<file path="config.mk">
export PLATFORM = sky130hd
export DESIGN_NAME = data_transmitter_flat
export DESIGN_NICKNAME = d
export VERILOG_FILES = /design/src/rtl/data_transmitter_if.sv /design/src/rtl/data_transmitter.sv /design/src/flat_wrapper.sv
export SDC_FILE = /design/constraint.sdc
export NUM_CORES = 1
export LEC_CHECK = 0
export ABC_AREA = 1
export BUFFER_PORTS_ARGS = -buffer_cell sky130_fd_sc_hd__buf_4
export CORE_ASPECT_RATIO = 0.8
export CORE_MARGIN = 10
export CORE_UTILIZATION = 53
export DETAILED_ROUTE_END_ITERATION = 10
export GPL_TIMING_DRIVEN = 0
export PLACE_DENSITY_LB_ADDON = 0.25
export SLEW_MARGIN = 15
export SYNTH_ARGS = -nofsm -noshare
export SYNTH_HDL_FRONTEND = slang
export SYNTH_SLANG_ARGS = --single-unit
</file>
<file path="constraint.sdc">
create_clock -name clk -period 1.48 [get_ports clk]
set_input_delay 0.074 -clock clk [delete_from_list [all_inputs] [get_ports clk]]
set_output_delay 0.074 -clock clk [all_outputs]
set_load 0.02 [all_outputs]
</file>
<file path="src/rtl/data_transmitter_if.sv">
// Word-to-byte transmitter bus: result word in, byte strobe out to the UART TX.
// master is the environment (core + UART) side, slave is the transmitter.
interface data_transmitter_if;
  logic [31:0] in_data;
  logic        in_data_ready;
  logic        tx_busy;
  logic [7:0]  out_data;
  logic        out_data_ready;
  logic        busy;
  logic        overflow;

  modport master (
    output in_data, in_data_ready, tx_busy,
    input  out_data, out_data_ready, busy, overflow
  );

  modport slave (
    input  in_data, in_data_ready, tx_busy,
    output out_data, out_data_ready, busy, overflow
  );
endinterface

</file>
<file path="src/rtl/data_transmitter.sv">
// Serialises 32-bit result words into four MSB-first bytes paced by the UART
// busy flag, with one pending word slot behind the active word.
module data_transmitter #(
  parameter int unsigned ACK_TIMEOUT = 4,
  parameter int unsigned BYTES       = 4
) (
  input logic              clk,
  input logic              rst,
  data_transmitter_if.slave bus
);

  localparam int unsigned CNT_W    = $clog2(ACK_TIMEOUT + 1);
  localparam logic [1:0]  LAST_IDX = 2'(BYTES - 1);

  typedef enum logic [1:0] {IDLE, WAIT_ACK, WAIT_DONE} state_e;

  state_e             state_q, state_d;
  logic [31:0]        active_q, active_d;
  logic [31:0]        pending_q, pending_d;
  logic               pending_valid_q, pending_valid_d;
  logic [1:0]         byte_idx_q, byte_idx_d;
  logic [CNT_W-1:0]   wait_cnt_q, wait_cnt_d;
  logic [7:0]         out_data_q, out_data_d;
  logic               strobe_q, strobe_d;
  logic               busy_q, busy_d;
  logic               overflow_q, overflow_d;
  logic               take_pend_d, start_new_d, pend_load_d;
  logic [1:0]         next_idx;

  function automatic logic [7:0] sel_byte(input logic [31:0] w, input logic [1:0] idx);
    case (idx)
      2'd0:    sel_byte = w[31:24];
      2'd1:    sel_byte = w[23:16];
      2'd2:    sel_byte = w[15:8];
      default: sel_byte = w[7:0];
    endcase
  endfunction

  // A word parked in pending while the FSM drops to IDLE is started from IDLE
  // on the following cycle, so a strobe landing on the last WAIT_DONE cycle is never lost.
  always_comb begin
    next_idx    = byte_idx_q + 2'd1;
    take_pend_d = pending_valid_q &&
                  ((state_q == IDLE) ||
                   (state_q == WAIT_DONE && !bus.tx_busy && byte_idx_q == LAST_IDX));
    start_new_d = (state_q == IDLE) && !pending_valid_q && bus.in_data_ready;
    pend_load_d = bus.in_data_ready && !start_new_d && (!pending_valid_q || take_pend_d);
    overflow_d  = bus.in_data_ready && !start_new_d && pending_valid_q && !take_pend_d;
    pending_d       = pend_load_d ? bus.in_data : pending_q;
    pending_valid_d = pend_load_d || (pending_valid_q && !take_pend_d);

    state_d    = state_q;
    active_d   = active_q;
    byte_idx_d = byte_idx_q;
    wait_cnt_d = wait_cnt_q;
    out_data_d = out_data_q;
    strobe_d   = 1'b0;

    case (state_q)
      IDLE: begin
        if (take_pend_d || start_new_d) begin
          active_d   = take_pend_d ? pending_q : bus.in_data;
          byte_idx_d = '0;
          out_data_d = take_pend_d ? pending_q[31:24] : bus.in_data[31:24];
          strobe_d   = 1'b1;
          state_d    = WAIT_ACK;
        end
      end
      WAIT_ACK: begin
        if (bus.tx_busy || wait_cnt_q == CNT_W'(ACK_TIMEOUT)) begin
          wait_cnt_d = '0;
          state_d    = WAIT_DONE;
        end else begin
          wait_cnt_d = wait_cnt_q + CNT_W'(1);
        end
      end
      WAIT_DONE: begin
        if (!bus.tx_busy) begin
          if (byte_idx_q != LAST_IDX) begin
            byte_idx_d = next_idx;
            out_data_d = sel_byte(active_q, next_idx);
            strobe_d   = 1'b1;
            state_d    = WAIT_ACK;
          end else if (take_pend_d) begin
            active_d   = pending_q;
            byte_idx_d = '0;
            out_data_d = pending_q[31:24];
            strobe_d   = 1'b1;
            state_d    = WAIT_ACK;
          end else begin
            state_d = IDLE;
          end
        end
      end
      default: state_d = IDLE;
    endcase

    busy_d = (state_d != IDLE) || pending_valid_d;
  end

  always_ff @(posedge clk) begin
    if (rst) begin
      state_q         <= IDLE;
      active_q        <= '0;
      pending_q       <= '0;
      pending_valid_q <= 1'b0;
      byte_idx_q      <= '0;
      wait_cnt_q      <= '0;
      out_data_q      <= '0;
      strobe_q        <= 1'b0;
      busy_q          <= 1'b0;
      overflow_q      <= 1'b0;
    end else begin
      state_q         <= state_d;
      active_q        <= active_d;
      pending_q       <= pending_d;
      pending_valid_q <= pending_valid_d;
      byte_idx_q      <= byte_idx_d;
      wait_cnt_q      <= wait_cnt_d;
      out_data_q      <= out_data_d;
      strobe_q        <= strobe_d;
      busy_q          <= busy_d;
      overflow_q      <= overflow_d;
    end
  end

  assign bus.out_data       = out_data_q;
  assign bus.out_data_ready = strobe_q;
  assign bus.busy           = busy_q;
  assign bus.overflow       = overflow_q;

endmodule
</file>
<file path="src/flat_wrapper.sv">
// flat-port wrapper written by rule: the top's interface ports become plain ports
module data_transmitter_flat 
#(
  parameter int unsigned ACK_TIMEOUT = 4,
  parameter int unsigned BYTES       = 4
)
  (clk, rst, bus_in_data, bus_in_data_ready, bus_tx_busy, bus_out_data, bus_out_data_ready, bus_busy, bus_overflow);
  data_transmitter_if bus_i ();
  input logic clk;
  input logic rst;
  input wire logic [$bits(bus_i.in_data)-1:0] bus_in_data;
  input wire logic [$bits(bus_i.in_data_ready)-1:0] bus_in_data_ready;
  input wire logic [$bits(bus_i.tx_busy)-1:0] bus_tx_busy;
  output wire logic [$bits(bus_i.out_data)-1:0] bus_out_data;
  output wire logic [$bits(bus_i.out_data_ready)-1:0] bus_out_data_ready;
  output wire logic [$bits(bus_i.busy)-1:0] bus_busy;
  output wire logic [$bits(bus_i.overflow)-1:0] bus_overflow;
  assign bus_i.in_data = bus_in_data;
  assign bus_i.in_data_ready = bus_in_data_ready;
  assign bus_i.tx_busy = bus_tx_busy;
  assign bus_out_data = bus_i.out_data;
  assign bus_out_data_ready = bus_i.out_data_ready;
  assign bus_busy = bus_i.busy;
  assign bus_overflow = bus_i.overflow;
  data_transmitter #(.ACK_TIMEOUT(ACK_TIMEOUT), .BYTES(BYTES)) u_core (.clk(clk), .rst(rst), .bus(bus_i));
endmodule
</file>
# Yosys cells after proc, flatten, opt, wreduce, memory -nomap -nowiden
# Cells that the tools add are included.
# totals
reg_bits	83
inputBits	36
out_inout_bits	11
elab_cells	80
# classes
add_sub_neg	2
n_eq_ne	12
muxes	30
reduce_logical	26
# op_table
cell	count
two-way mux 32 bit	5
case mux 32 bit (2 select lines)	1
two-way mux 8 bit	5
case mux 8 bit (3 select lines)	1
two-way mux 2 bit	8
case mux 8 bit (2 select lines)	1
logical AND 1 bit	10
!= test 2 bit (second input constant)	4
equality test 2 bit (second input constant)	3
logical OR 1 bit	6
case mux 2 bit (3 select lines)	1
two-way mux 1 bit	5
AND reduction 5 bit	1
equality test 2 x 1 -> 1 bit (second input constant)	2
zero test 1 bit	4
zero test 2 bit	2
case mux 2 bit (2 select lines)	1
AND reduction 4 bit	1
nonzero test 2 bit	2
adder 3 x 1 -> 3 bit (second input constant)	1
equality test 3 bit (second input constant)	1
two-way mux 3 bit	1
!= test 3 x 2 -> 1 bit (second input constant)	1
adder 2 x 1 -> 2 bit (second input constant)	1
2 further kinds	2

# Longest topological paths before layout
# logic_depth
depth_word	11
depth_mapped	11
ltp_nobuf	10

# Least setup slack after synthesis
# OpenSTA, ideal clock, no wires.
# synth_timing
path_type	register -> register
from	reg u_core.byte_idx_q[0]
to	reg u_core.out_data_q[4] (netlist: u_core.bus.out_data[4])
arrival_ns	1.471
path_slack_ns	-0.102
path_stages_with_launch	12
path_buffers	1
synth_period_minus_slack_ns	1.582
path_cell_list	dfxtp_1 inv_1 ha_1 inv_1 clkbuf_1 nand2_1 nor2_1 nor2_1 nor2_1 nand2_2 nor2_2 nor2_1
# synth_via
elab_chain_len	7
elab_cells_between_ends	19
# synth_lines
element	line	rtl
start: declaration	data_transmitter.sv:21	logic [1:0] byte_idx_q, byte_idx_d;
start signal: assignment	data_transmitter.sv:118	byte_idx_q <= byte_idx_d;
branches (longest 7 deep; another with adder 2 x 1 -> 2 bit)	--	
end signal: assignment	data_transmitter.sv:120	out_data_q <= out_data_d;
end: declaration	data_transmitter.sv:23	logic [7:0] out_data_q, out_data_d;
# Parallel ways; which one is timed is not known. The select of a mux whose other input is x is not followed.
# A chain may end at the register's enable or synchronous reset.

# Final worst setup path
# layout_timing
from	reg u_core.state_q[1]
to	reg u_core.out_data_q[7] (netlist: u_core.bus.out_data[7])
# layout_via
elab_chain_len	8
elab_cells_between_ends	17
# layout_lines
element	line	rtl
start: declaration	data_transmitter.sv:17	state_e state_q, state_d;
start signal: assignment	data_transmitter.sv:114	state_q <= state_d;
equality test 2 bit	data_transmitter.sv:45, data_transmitter.sv:59	
logical AND 1 bit (2 in series)	data_transmitter.sv:45	(state_q == WAIT_DONE && !bus.tx_busy && byte_idx_q == LAST_IDX));
logical OR 1 bit	data_transmitter.sv:44	((state_q == IDLE) ||
logical AND 1 bit	data_transmitter.sv:43	take_pend_d = pending_valid_q &&
two-way mux 8 bit / logical OR 1 bit (equally long branches)	data_transmitter.sv:64, data_transmitter.sv:61	
two-way mux 8 bit / != test 2 bit (equally long branches)	--	
case mux 8 bit (2 select lines) / AND reduction 4 bit (equally long branches)	--	
# Parallel ways exist; a longest one is shown, timed or not. The select of a mux whose other input is x is not followed.

==> impl_metrics.toml <==
[setup_path]
r2r_cells = 10
cp.depth = 10
cp_top_family = "simple AND/OR/NAND/NOR gates"
critical_path_class = "flop to flop"
crit_path_top_delay_cell = "dfxtp_4"
end_kind = "flop"
cp.required_ps = 1740
critPathBufInv = 3
cp_slowest_stage_delay_ps = 390
crit_fanout = 5
crit_chain = "nor2_4, inv_4, nand2_4, nand2_4, buf_8, a21oi_4, buf_4, nand2_1, nor2_1, nor2_1"
cp.arrival_ps = 1900
crit_path_start_kind = "flop"

[grt]
grt_pass1_wl_um = 19220
grt_usage_pct = 19.62
grt_max_degree = 16
grt_overflow = 0
grt_pass1_vias = 3942
antenna_found_initial = 0

[timing]
finalCriticalPeriod_ps = 1637
rsz0062_at_grt = "true"
clock.fmax_mhz = 610.9
setup_slack_ps = -156.8
finalHoldViolations = 2
finalSetupViolCount = 54
fin_worst_skew_ps = 15.32
worst_pin_slew_ps = 740.1
finalSetupTns_ps = -1930
max_slew_margin_pct = 50.66
final.period_utilization_pct = 110.6
slew_viol_final = 0
whs_ps = -16.02

[die]
ios = 47
die_h_um = 99.00
start_util_pct = 55.14
rows = 28
core_region_area_mm2 = 0.007497
die_w_um = 118.7
die_area_mm2 = 0.01175

[placed_design]
portBuffers = 46
gp_congestion = 0.9040
place_hpwl_um = 8071
postPlaceCellArea_mm2 = 0.004636

[synthesis]
synth_area_per_cell_um2 = 7.091
yosysSeqAreaShare_pct = 40.19
synth_edf_count = 0
yosys.area.top_type = "dfxtp_1"
synth_top_area_share_pct = 40.19
ys_types = 27
synth.area.top_cells = "dfxtp_1 40%, nand2_1 11%, a21oi_1 8.0%, nor2_1 7.1%, mux2i_1 5.8%"
synthArstFlopShare_pct = 0
synthCells = 583
synth-seq-cells = 83
ys_warn_count = 0
syn_area_mm2 = 0.004134
yosys_most_used_dff = "dfxtp_1"
syn_nets = 626

[routing]
post_drt_wl_per_cell_um = 17.84
vias_per_cell = 5.714
wl_um = 14310
num_vias = 4583
ant_nets = 0
drt_iter0_markers = 468
dr.pass1.iters = 5
drc = 0

[pwr]
power.density_mw_per_mm2 = 1205
leakage_nw = 2.724
total_power_mw = 7.169
worst_ir_drop_vdd_mv = 0.7168

[final_layout]
design_area_mm2 = 0.005949
nNetsFinal = 735
drive_above_1_share_pct = 29.70
antenna_cells = 0
area_growth_pct = 43.92

[clock_network]
clock_path_buffers = 2
cts.sinks = 83
clock-root-buffer = "clkbuf_8"
h-tree-depth = 3
cts_buffers = 9
clk_pin_slew_ps = 80
insertion_delay_ps = 370
tritoncts = "built"

[job]
drv_cap = 0

[run_status]
violations = "hold timing, setup timing"
outcome = "complete, but fails checks"

[worst_hold_path]
hold_depth = 3
hp-class = "primary input to flop"
==> cells in the final DEF (no fill, tap or decap), types with 3 or more instances in the layout <==
cell	count
ha_1	3
or2_2	6
nand2_2	9
buf_12	6
nand3_1	40
inv_1	44
clkbuf_1	9
a21oi_1	49
o21ai_1	15
dfxtp_1	78
clkbuf_16	4
nor2_2	12
nand3_2	5
nand2_1	112
o21ai_2	8
buf_8	11
nand2_4	4
clkbuf_8	9
a21oi_2	15
bufinv_16	3
mux2i_1	20
buf_4	67
ha_4	4
nor2_4	3
dfxtp_4	5
nand2_8	3
buf_6	7
inv_4	4
nor2_1	71
o21ai_0	21
a21oi_4	4
dlygate4sd3_1	24
==> worst register-to-register path, stage by stage, from the launching register on <==
cell and delay [ps]:
dfxtp_4 390, nor2_4 190, inv_4 80, nand2_4 90, nand2_4 60, buf_8 130, a21oi_4 190, buf_4 160
nand2_1 70, nor2_1 130, nor2_1 60
==> flip-flops by register name (all words and copies together), names as in the netlist <==
signal / cells
u_core.wait_cnt_q: 3
u_core.bus.out_data_ready: 1
u_core.byte_idx_q: 2
u_core.pending_q: 32
u_core.state_q: 2
u_core.pending_valid_q: 1
u_core.bus.out_data: 8
u_core.active_q: 32
u_core.bus.busy: 1
u_core.bus.overflow: 1
==> cell families (layout without fill, tap and decap cells) <==
family                     after synthesis  after routing  synth area share [%]
adders and majority gates                7              7                 2.119
muxes                                   24             24                 5.811
AOI/OAI and AO/OA                      115            115                 14.68
and+or+nand+nor                        270            270                 27.97
buffers and inverters                   84            198                 9.231
DFF                                     83             83                 40.19
==> path summary, 6_finish.rpt <==
check	endpoint	from	slack, ps
setup / recovery	u_core.bus.out_data[7]	u_core.state_q[1]	-160
hold / removal	u_core.pending_q[29]	bus_in_data[29]	-20
setup reg to reg	u_core.bus.out_data[7]	u_core.state_q[1]	-160
hold reg to reg	u_core.wait_cnt_q[2]	u_core.wait_cnt_q[2]	460
==> report_power, final <==
part,internal [mW],switching (mW)
clock,1.14,0.881
sequential,2.53,0.193
combinational,1.08,1.35
==> cells in the mapped netlist (3+ instances only) <==
cell type,n
dfxtp_1,83
a21oi_1,66
o21ai_1,6
buf_6,6
or2_2,8
nand3_1,45
ha_1,7
inv_2,5
clkbuf_1,16
inv_1,46
buf_2,6
nand2_1,121
mux2i_1,24
o21ai_0,38
buf_4,3
nor2_1,78
nor2_2,7
nand2_2,4
nand2_4,3
==> layout make-up <==
type	instances	area (um^2)
Multi-Input combinational cell	416	2424
Buffer	30	299.0
Tap cell	105	131.4
Timing Repair Buffer	101	962.2
Fill cell	504	1548
Inverter	51	206.4
Clock buffer	9	123.9
Sequential cell	83	1680
Clock inverter	7	122.6
==> per-stage QoR <==
stage / util [%] / setup WS, ps / std cells
6_report: 79.36 / -156.8 / 802
2_1_floorplan: - / 1.418 / 583
5_1_grt: 79.36 / -211.4 / 802
4_1_cts: 70.03 / -68.83 / 778
3_3_place_gp: 61.83 / -192.9 / 734
3_5_place_dp: 61.83 / -259.7 / 734
==> repair_timing <==
action | 4_1_cts | 5_1_grt
pin swaps | 6 | 25
buffers inserted | 6 | 19
hold buffers | 22 | 2
gates resized for setup | 32 | 123
endpoints found under the hold margin | 26 | 2
cloned | 2 | 4
setup endpoints to repair | 78 | 76
==> metal layers <==
layer  part of all wire [%]  vias up  track usage, %
met5                      0        -               0
met2                     48      259           31.13
met4                    3.2        0           5.342
met3                    8.6       49           5.188
met1                     40     2185           25.77
li1                       -     2090               -
Note: power is estimated with default switching activity, not from simulation.
